File: config.mk
export PLATFORM = sky130hd
export DESIGN_NAME = uart_rx_fifo_flat
export DESIGN_NICKNAME = d
export VERILOG_FILES = /design/src/rtl/uart_rx_fifo_if.sv /design/src/rtl/uart_rx_fifo.sv /design/src/flat_wrapper.sv
export SDC_FILE = /design/constraint.sdc
export NUM_CORES = 1
export LEC_CHECK = 0
export CAP_MARGIN = 30
export CORE_MARGIN = 3
export CORE_UTILIZATION = 54
export CTS_CLUSTER_DIAMETER = 30
export CTS_CLUSTER_SIZE = 30
export DETAILED_ROUTE_END_ITERATION = 12
export PLACE_DENSITY = 0.8
export SLEW_MARGIN = 10
export SYNTH_ARGS = -nofsm -noshare
export SYNTH_HDL_FRONTEND = slang
export SYNTH_SLANG_ARGS = --single-unit
export TNS_END_PERCENT = 10
File: constraint.sdc
create_clock -name baud_clk -period 2.8 [get_ports baud_clk]
set_input_delay 0.56 -clock baud_clk [delete_from_list [all_inputs] [get_ports baud_clk]]
set_output_delay 0.56 -clock baud_clk [all_outputs]
set_load 0.005 [all_outputs]
File: src/rtl/uart_rx_fifo_if.sv
// uart_rx_fifo_if: signal bundle between the UART receiver / host logic and
// the uart_rx_fifo buffer. The slave modport is the buffer side, the master
// modport is the side that drives received bytes and read requests.
// Optional macro UART_RX_FIFO_DROP_CNT_EN adds the drop_cnt status output.
interface uart_rx_fifo_if #(
    parameter int DEPTH_LOG2 = 4
);
    logic [7:0]          rx_data;
    logic                rx_status;
    logic                rd_en;
    logic [7:0]          rd_data;
    logic                rd_valid;
    logic                empty;
    logic                full;
    logic [DEPTH_LOG2:0] count;
    logic                overflow;
    logic                ovf_clr;
`ifdef UART_RX_FIFO_DROP_CNT_EN
    logic [7:0]          drop_cnt;

    modport master (
        output rx_data, rx_status, rd_en, ovf_clr,
        input  rd_data, rd_valid, empty, full, count, overflow, drop_cnt
    );

    modport slave (
        input  rx_data, rx_status, rd_en, ovf_clr,
        output rd_data, rd_valid, empty, full, count, overflow, drop_cnt
    );
`else
    modport master (
        output rx_data, rx_status, rd_en, ovf_clr,
        input  rd_data, rd_valid, empty, full, count, overflow
    );

    modport slave (
        input  rx_data, rx_status, rd_en, ovf_clr,
        output rd_data, rd_valid, empty, full, count, overflow
    );
`endif
endinterface

File: src/rtl/uart_rx_fifo.sv
// uart_rx_fifo: captures each byte completed by the 16x-oversampled UART
// receiver (rx_status rising edge, then a fixed settle delay) and queues it
// in a circular buffer with a registered read port, occupancy count and a
// sticky overflow flag. Everything runs on baud_clk, same as the receiver.
// Optional macro UART_RX_FIFO_DROP_CNT_EN adds a saturating 8-bit counter of
// dropped bytes (drop_cnt), cleared together with overflow by ovf_clr.
module uart_rx_fifo #(
    parameter int DEPTH_LOG2  = 4,
    parameter int CAPTURE_DLY = 2
) (
    input  logic           baud_clk,
    input  logic           reset,
    uart_rx_fifo_if.slave  bus
);

    localparam int DEPTH = 1 << DEPTH_LOG2;
    localparam logic [DEPTH_LOG2:0] FULL_CNT = (DEPTH_LOG2 + 1)'(DEPTH);
    localparam logic [3:0]          DLY_END  = 4'(CAPTURE_DLY);

    typedef enum logic [1:0] {
        ST_IDLE = 2'd0,
        ST_WAIT = 2'd1,
        ST_PUSH = 2'd2
    } state_t;

    // Saturating increment used by the drop counter.
    function automatic logic [7:0] sat_inc8(input logic [7:0] v);
        return (v == 8'hFF) ? v : v + 8'd1;
    endfunction

    // Occupancy step: +1 for a write alone, -1 for a read alone.
    function automatic logic [DEPTH_LOG2:0] count_step(
        input logic [DEPTH_LOG2:0] c,
        input logic                wr,
        input logic                rd
    );
        logic [DEPTH_LOG2:0] r;
        r = c;
        if (wr && !rd)
            r = c + 1'b1;
        else if (!wr && rd)
            r = c - 1'b1;
        return r;
    endfunction

    state_t                state_q, state_d;
    logic [3:0]            dly_q, dly_d;
    logic                  status_q;
    logic                  armed_q;
    logic                  rise_p0;
    logic                  push_p0;
    logic                  pop_p0;
    logic                  wr_ok_p0;
    logic                  drop_p0;

    logic [7:0]            mem [DEPTH];
    logic [DEPTH_LOG2-1:0] wr_ptr_q;
    logic [DEPTH_LOG2-1:0] rd_ptr_q;
    logic [DEPTH_LOG2:0]   count_q;
    logic [7:0]            rd_data_p1;
    logic                  rd_valid_p1;
    logic                  overflow_q;
    logic                  empty_w;
    logic                  full_w;

    // ---- stage p0: edge detect, capture FSM, write/read arbitration ----

    // armed_q suppresses the first cycle after reset release, so a rx_status
    // that is already high then is taken as a level, not as a new frame.
    assign rise_p0 = bus.rx_status & ~status_q & armed_q;

    assign empty_w  = (count_q == '0);
    assign full_w   = (count_q == FULL_CNT);
    assign pop_p0   = bus.rd_en & ~empty_w;
    // When full, a same-cycle pop frees the slot the new byte goes into.
    assign wr_ok_p0 = push_p0 & (~full_w | pop_p0);
    assign drop_p0  = push_p0 & full_w & ~pop_p0;

    // Edge-detect history and capture FSM state register.
    always_ff @(posedge baud_clk or negedge reset) begin
        if (!reset) begin
            status_q <= 1'b0;
            armed_q  <= 1'b0;
            state_q  <= ST_IDLE;
            dly_q    <= 4'd0;
        end else begin
            status_q <= bus.rx_status;
            armed_q  <= 1'b1;
            state_q  <= state_d;
            dly_q    <= dly_d;
        end
    end

    // Capture FSM next state: wait CAPTURE_DLY cycles after a rise, then push.
    always_comb begin
        state_d = state_q;
        dly_d   = dly_q;
        push_p0 = 1'b0;
        case (state_q)
            ST_IDLE: begin
                if (rise_p0) begin
                    dly_d   = 4'd1;
                    state_d = ST_WAIT;
                end
            end
            ST_WAIT: begin
                if (dly_q == DLY_END)
                    state_d = ST_PUSH;
                else
                    dly_d = dly_q + 4'd1;
            end
            ST_PUSH: begin
                push_p0 = 1'b1;
                state_d = ST_IDLE;
            end
            default: begin
                state_d = ST_IDLE;
            end
        endcase
    end

    // ---- stage p1: buffer update and registered read port ----

    // Buffer storage; contents are intentionally left uninitialised by reset.
    always_ff @(posedge baud_clk) begin
        if (wr_ok_p0)
            mem[wr_ptr_q] <= bus.rx_data;
    end

    // Pointers, occupancy, read data/valid and sticky overflow.
    always_ff @(posedge baud_clk or negedge reset) begin
        if (!reset) begin
            wr_ptr_q    <= '0;
            rd_ptr_q    <= '0;
            count_q     <= '0;
            rd_data_p1  <= 8'h00;
            rd_valid_p1 <= 1'b0;
            overflow_q  <= 1'b0;
        end else begin
            if (wr_ok_p0)
                wr_ptr_q <= wr_ptr_q + 1'b1;
            if (pop_p0) begin
                rd_ptr_q   <= rd_ptr_q + 1'b1;
                rd_data_p1 <= mem[rd_ptr_q];
            end
            rd_valid_p1 <= pop_p0;
            count_q     <= count_step(count_q, wr_ok_p0, pop_p0);
            if (drop_p0)
                overflow_q <= 1'b1;
            else if (bus.ovf_clr)
                overflow_q <= 1'b0;
        end
    end

`ifdef UART_RX_FIFO_DROP_CNT_EN
    logic [7:0] drop_cnt_q;

    // Dropped-byte counter; a clear coinciding with a drop leaves one drop.
    always_ff @(posedge baud_clk or negedge reset) begin
        if (!reset)
            drop_cnt_q <= 8'd0;
        else if (bus.ovf_clr)
            drop_cnt_q <= drop_p0 ? 8'd1 : 8'd0;
        else if (drop_p0)
            drop_cnt_q <= sat_inc8(drop_cnt_q);
    end

    assign bus.drop_cnt = drop_cnt_q;
`endif

    assign bus.rd_data  = rd_data_p1;
    assign bus.rd_valid = rd_valid_p1;
    assign bus.empty    = empty_w;
    assign bus.full     = full_w;
    assign bus.count    = count_q;
    assign bus.overflow = overflow_q;

endmodule

File: src/flat_wrapper.sv
// flat-port wrapper written by rule: the top's interface ports become plain ports
module uart_rx_fifo_flat 
#(
    parameter int DEPTH_LOG2  = 4,
    parameter int CAPTURE_DLY = 2
)
  (baud_clk, reset, bus_rx_data, bus_rx_status, bus_rd_en, bus_ovf_clr, bus_rd_data, bus_rd_valid, bus_empty, bus_full, bus_count, bus_overflow);
  uart_rx_fifo_if #(.DEPTH_LOG2(DEPTH_LOG2)) bus_i ();
  input  logic baud_clk;
  input  logic reset;
  input wire logic [$bits(bus_i.rx_data)-1:0] bus_rx_data;
  input wire logic [$bits(bus_i.rx_status)-1:0] bus_rx_status;
  input wire logic [$bits(bus_i.rd_en)-1:0] bus_rd_en;
  input wire logic [$bits(bus_i.ovf_clr)-1:0] bus_ovf_clr;
  output wire logic [$bits(bus_i.rd_data)-1:0] bus_rd_data;
  output wire logic [$bits(bus_i.rd_valid)-1:0] bus_rd_valid;
  output wire logic [$bits(bus_i.empty)-1:0] bus_empty;
  output wire logic [$bits(bus_i.full)-1:0] bus_full;
  output wire logic [$bits(bus_i.count)-1:0] bus_count;
  output wire logic [$bits(bus_i.overflow)-1:0] bus_overflow;
  assign bus_i.rx_data = bus_rx_data;
  assign bus_i.rx_status = bus_rx_status;
  assign bus_i.rd_en = bus_rd_en;
  assign bus_i.ovf_clr = bus_ovf_clr;
  assign bus_rd_data = bus_i.rd_data;
  assign bus_rd_valid = bus_i.rd_valid;
  assign bus_empty = bus_i.empty;
  assign bus_full = bus_i.full;
  assign bus_count = bus_i.count;
  assign bus_overflow = bus_i.overflow;
  uart_rx_fifo #(.DEPTH_LOG2(DEPTH_LOG2), .CAPTURE_DLY(CAPTURE_DLY)) u_core (.baud_clk(baud_clk), .reset(reset), .bus(bus_i));
endmodule
; Yosys cells after proc, flatten, opt, wreduce, memory -nomap -nowiden
; Memories as Yosys holds them, arrays and structs flattened. A register that Yosys moved wholly into a read port is not among the register bits.
; Cells that the tools add are included.
[classes]
add_sub_neg = 5
n_mul = 0
n_div = 0
n_lt_le_gt_ge = 0
n_eq_ne = 7
shifts = 0
mux = 13
bitwise = 11
reduce_logical = 12
[ops]
columns = operator, count
row1 = "adder 4 x 1 -> 4 bit, second input constant", 3
row2 = 2-to-1 mux 5 bit, 2
row3 = 2-to-1 mux 4 bit, 2
row4 = one-hot mux 4 bit (2 select lines), 1
row5 = bitwise AND 1 bit, 6
row6 = nonzero test 2 bit, 3
row7 = "adder 5 x 1 -> 5 bit, second input constant", 1
row8 = "== test 5 bit, second input constant", 1
row9 = zero test 5 bit, 1
row10 = 2-to-1 mux 1 bit, 5
row11 = "subtractor 5 x 1 -> 5 bit, second input constant", 1
row12 = "== test 4 x 2 -> 1 bit, second input constant", 1
row13 = 2-to-1 mux 2 bit, 2
row14 = "!= test 2 x 1 -> 1 bit, second input constant", 2
row15 = NOT 1 bit, 4
row16 = one-hot mux 2 bit (2 select lines), 1
row17 = zero test 1 bit, 3
row18 = AND reduction 3 bit, 1
row19 = "== test 2 x 1 -> 1 bit, second input constant", 1
row20 = "== test 2 bit, second input constant", 1
row21 = logical AND 1 bit, 2
row22 = zero test 2 bit, 1
row23 = "!= test 2 bit, second input constant", 1
row24 = AND reduction 2 bit, 1
row25 = bitwise OR 1 bit, 1
[word_totals]
reg_bits = 23
latch_bits = 0
ram_bits = 128
mem_bits_ro = 0
in_bits = 13
output_inout_bits = 17
elab_cells = 58
mem_count = 1
[mem_list]
columns = memory, depth, width, read_ports, rd_ports_with_merged_regs, write_ports, line_no
row1 = u_core.mem, 16, 8, 1, 1, 1, uart_rx_fifo.sv:56  ; logic [7:0] mem [DEPTH];

; Depth between registers and ports, before layout
[depth]
ltp_word = 9
mapped_depth = 11
ltp_nobuf = 10

; Worst setup path after synthesis
; No wires, ideal clock.
[synth_timing]
path_type = reg-to-reg
start = register u_core.count_q[1], in the netlist u_core.bus.count[1]
end = register u_core.count_q[4], in the netlist u_core.bus.count[4]
setup_ns = 0.080
arrival_ns = 2.777
t_required_ns = 2.720
slack_ns = -0.057
stages_incl_launch_ff = 12
n_path_buf = 1
period_less_slack_ns = 2.857
cell_sequence = dfrtp_1 or4_1 o21a_1 clkinv_2 buf_6 ha_1 inv_1 fa_1 a21o_1 a21oi_1 mux2i_1 xnor2_1
[synth_via]
elab_chain_len = 8
elab_cells_between_ends = 16
cone_classes = 2 x add/sub / 1 x eq/ne / 2 x mux / 5 x bitwise / 6 x reduce/logical
[synth_lines]
columns = element, line_no
row1 = from (decl), uart_rx_fifo.sv:59  ; logic [DEPTH_LOG2:0] count_q;
row2 = from (signal assigned), uart_rx_fifo.sv:147  ; count_q <= count_step(count_q, wr_ok_p0, pop_p0);
row3 = zero test 5 bit (*), uart_rx_fifo.sv:72  ; assign empty_w = (count_q == '0);
row4 = NOT 1 bit (*), uart_rx_fifo.sv:74  ; assign pop_p0 = bus.rd_en & ~empty_w;
row5 = bitwise AND 1 bit (*), uart_rx_fifo.sv:74
row6 = named net u_core.pop_p0, uart_rx_fifo.sv:52  ; logic pop_p0;
row7 = bitwise OR 1 bit, uart_rx_fifo.sv:76  ; assign wr_ok_p0 = push_p0 & (~full_w | pop_p0);
row8 = bitwise AND 1 bit, uart_rx_fifo.sv:76
row9 = zero test 1 bit, uart_rx_fifo.sv:41  ; else if (!wr && rd)
row10 = logical AND 1 bit, uart_rx_fifo.sv:41
row11 = nonzero test 2 bit (no source line), n/a
; The timed path passes the listed nets; every way through them passes the cells marked *. The select of a mux whose other input is x is not followed.
; A chain may end at the register's enable or synchronous reset.

; Final worst setup path
[layout_timing]
start = register u_core.count_q[0], in the netlist u_core.bus.count[0]
end = register u_core.count_q[4], in the netlist u_core.bus.count[4]
; The elaborated chain is that of the path after synthesis.

==> flow_summary_export.csv <==
group,metric,value,unit
die,core-area,11200,µm²
sta,worstMarginPinSlew,0.789,ns
worst_setup_path,cp_max_fo,5,
die,die_w,114,µm
hold_path,min_to,"u_core.bus.rd_data[4]",
power_and_ir_drop,peakVddDrop,0.876,mV
worst_setup_path,ff2ff_setup_slack,0.15,ns
worst_setup_path,crit_path_start_kind,"flop",
sta,min_period,2.65,ns
routing,viasPerCell,5.85,
worst_setup_path,timing.rr.start,"u_core.bus.count[0]",
synth,synth.most_common_cell,"edfxtp_1",
synth,synthTopCellsByArea,"edfxtp_1, dfrtp_1, mux4_2",
worst_setup_path,crit_buf_inv,2,
synth,postSynthAreaPerCell,18.8,µm²
clock_tree,ctsHoldBuffers,0,
routing,drt_pass1_iterations,4,
grt,grt_pass1_vias,3426,
clock_tree,cts-root-buf,"clkbuf_16",
die,dieArea,13100,µm²
die,start_util,56.8,%
worst_setup_path,critPathTopFamily,"compound AO/OA/AOI/OAI gates",
power_and_ir_drop,pwr_density_cell,970,nW/µm²
synth,async_reset_ff_share,19.5,%
synth,ys_ff_latch,159,
final_layout,antenna_cells,0,
worst_setup_path,worstPathCellList,"or4_4 > o21a_1 > clkinv_2 > ha_1 > inv_1 > fa_2 > a21o_1 > a21oi_1 > mux2i_1 > xnor2_1",
worst_setup_path,cp.required,3.13,ns
clock_tree,cts_inserted_buffers,17,
synth,synth_cells,338,
worst_setup_path,slowest_stage,"or4_4",
final_layout,drive_gt1_share,23.8,%
power_and_ir_drop,combPwrFrac,25.9,%
sta,grt_setup_unrepaired,"false",
final_layout,final_nets,424,
routing,routed_wl,11800,µm
power_and_ir_drop,cellInternalPower,5320,µW
synth,yosysWarnings,0,
sta,timing.fmax,0.377,GHz
power_and_ir_drop,switching_share,27.3,%
power_and_ir_drop,p_clk_share,32.5,%
grt,antenna_found_initial,1,
grt,grt_usage,19.9,%
outcome,status,"complete, no violations",
worst_setup_path,crit_arrival,2.98,ns
sta,finalClockSkew,0.0115,ns
die,dieHeight,114,µm
synth,synth_top_cell_area_share,60.6,%
clock_tree,cts.sinks,159,
synth,syn-num-nets,363,
final_layout,area_delta_synth_final,19.0,%
placement,placed_area,6910,µm²
clock_tree,clock_path_buffers,2,
grt,grt_overflow,0,
hold_path,hp-start,"u_core.bus.rd_data[4]",
final_layout,finalInstanceArea,7540,µm²
clock_tree,htree_levels,4,
routing,drc,0,
routing,ant_nets,0,
placement,gp_congestion,0.793,
clock_tree,clk_latency,0.41,ns
die,pin_count,30,
routing,dr_total_vias,3229,
placement,io_buffers,29,
grt,grt_pass1_wl,18700,µm
synth,synth_ff_type,"edfxtp_1",
worst_setup_path,critical_path_class,"reg -> reg",
routing,wl_per_cell,21.3,µm
sta,hold_viol,0,
synth,synth_cell_types,36,
power_and_ir_drop,power.leakage,0.00268,µW
die,num_rows,38,
hold_path,hold_class,"reg -> reg",
routing,drtIter0Drc,286,
sta,finalSetupViolations,0,
synth,synthTopCellsByCount,"edfxtp_1, mux4_2, dfrtp_1",
worst_setup_path,slowest_delay,0.52,ns
sta,drv_slew,0,
synth,synth_edf_count,128,
flow_run,cap_viol_max_count,0,
power_and_ir_drop,fin_total_pwr,7320,µW
worst_setup_path,rr_endpoint,"u_core.bus.count[4]",
sta,maxSlewHeadroom,47.4,%
hold_path,hold-path-cell-count,1,
synth,synth_area,6340,µm²
worst_setup_path,worst_setup_path_end_kind,"flop",
grt,grt_max_degree,32,
clock_tree,clk_pin_slew,0.06,ns
worst_setup_path,rr_worst_depth,10,
sta,post-route-period-util,94.6,%
synth,yosysSeqAreaShare,72.8,%
power_and_ir_drop,seqPwrFrac,41.6,%
clock_tree,cts_tree,"built",
power_and_ir_drop,switchingPower,2000,µW
synth,yosysTopAreaCell,"edfxtp_1",
placement,hpwlAfterDp,7550,µm
[how the worst max path moves through the flow]
stage	slack, ns	from	cells after the start	endpoint
after global placement	0.06	bus_rd_en	10	u_core.bus.count[4]
after floorplan	0.005	u_core.bus.count[0]	11	u_core.bus.count[4]
after global routing	0.01	u_core.bus.count[0]	10	u_core.bus.count[4]
final	0.15	u_core.bus.count[0]	10	u_core.bus.count[4]
after CTS	0.09	u_core.bus.count[0]	10	u_core.bus.count[4]
after detailed placement	-0.0003	bus_rd_en	10	u_core.bus.count[4]
[layer usage]
| metal | share of wire, % | GRT usage [%] | wire length [µm] |
|---|---|---|---|
| met4 | 1.7 | 7.44 | 197 |
| met3 | 5.6 | 6.03 | 664 |
| met5 | 0.059 | 0 | 7 |
| met1 | 40 | 24.3 | 4670 |
| met2 | 53 | 33.7 | 6230 |
[sequential cells by signal, summed over array words and instances, names as in the netlist]
register             flops
u_core.wr_ptr_q          4
u_core.bus.overflow      1
u_core.bus.rd_data       8
u_core.status_q          1
u_core.bus.rd_valid      1
u_core.armed_q           1
u_core.dly_q             4
u_core.mem             128
u_core.bus.count         5
u_core.rd_ptr_q          4
u_core.state_q           2
[layout make-up]
class / count / area (µm²)
Clock buffer: 19 / 433
Timing Repair Buffer: 57 / 500
Sequential cell: 159 / 4620
Multi-Input combinational cell: 155 / 1600
Fill cell: 698 / 3630
Inverter: 9 / 35.0
Clock inverter: 13 / 184
Tap cell: 140 / 175
[layout by cell type (no fill, tap or decap), types with 3 or more instances in the layout]
master / instances
inv_1: 8
a211oi_1: 7
xor2_1: 3
inv_6: 3
nand2_1: 18
clkdlybuf4s50_1: 29
dfrtp_1: 30
edfxtp_1: 128
mux2i_1: 8
o21ai_0: 3
mux4_2: 33
a21o_1: 9
nand2b_1: 5
nand4_1: 3
buf_4: 28
ha_1: 11
bufinv_16: 4
nor3_1: 4
o22ai_1: 8
nor2_1: 17
xnor2_1: 9
clkinv_2: 3
clkbuf_16: 17
[repair_timing]
item | in CTS | in global routing
endpoints found under the hold margin | 0 | 0
resized for setup | 0 | 1
setup endpoints to repair | 0 | 1
setup buffers | 0 | 2
[kinds of logic after synthesis]
logic type               share of synthesized area [%]
buffers and inverters                             2.09
AND/OR/NAND/NOR                                   4.00
flip-flops                                        72.8
AO/OA/AOI/OAI                                     3.53
XOR/XNOR                                          1.66
other                                           0.0591
adder cells (fa/ha/maj)                           2.49
multiplexers                                      13.3
[metrics by stage]
| stage | TNS (ns) | hold WS (ns) | worst slack [ns] | util [%] | cells |
|---|---|---|---|---|---|
| global route | 0 | 0.514 | 0.0147 | 67.5 | 552 |
| floorplan | 0 | 0.264 | 0.00500 | - | 338 |
| CTS | 0 | 0.491 | 0.0878 | 67.4 | 550 |
| detailed placement | -0.000259 | 0.465 | -0.000259 | 61.8 | 518 |
| finish | 0 | 0.490 | 0.150 | 67.5 | 552 |
| global placement | 0 | 0.467 | 0.0641 | 61.8 | 518 |
[power groups by stage]
stage | clock [µW] | combinational, µW | sequential (µW)
2_1_floorplan | 0 | 1410 | 2950
3_3_place_gp | 0 | 1800 | 3080
3_5_place_dp | 0 | 1860 | 3090
4_1_cts | 2420 | 1900 | 3050
5_1_grt | 2510 | 2080 | 3090
6_report | 2380 | 1900 | 3040
Power figures use the tool's default switching activity.
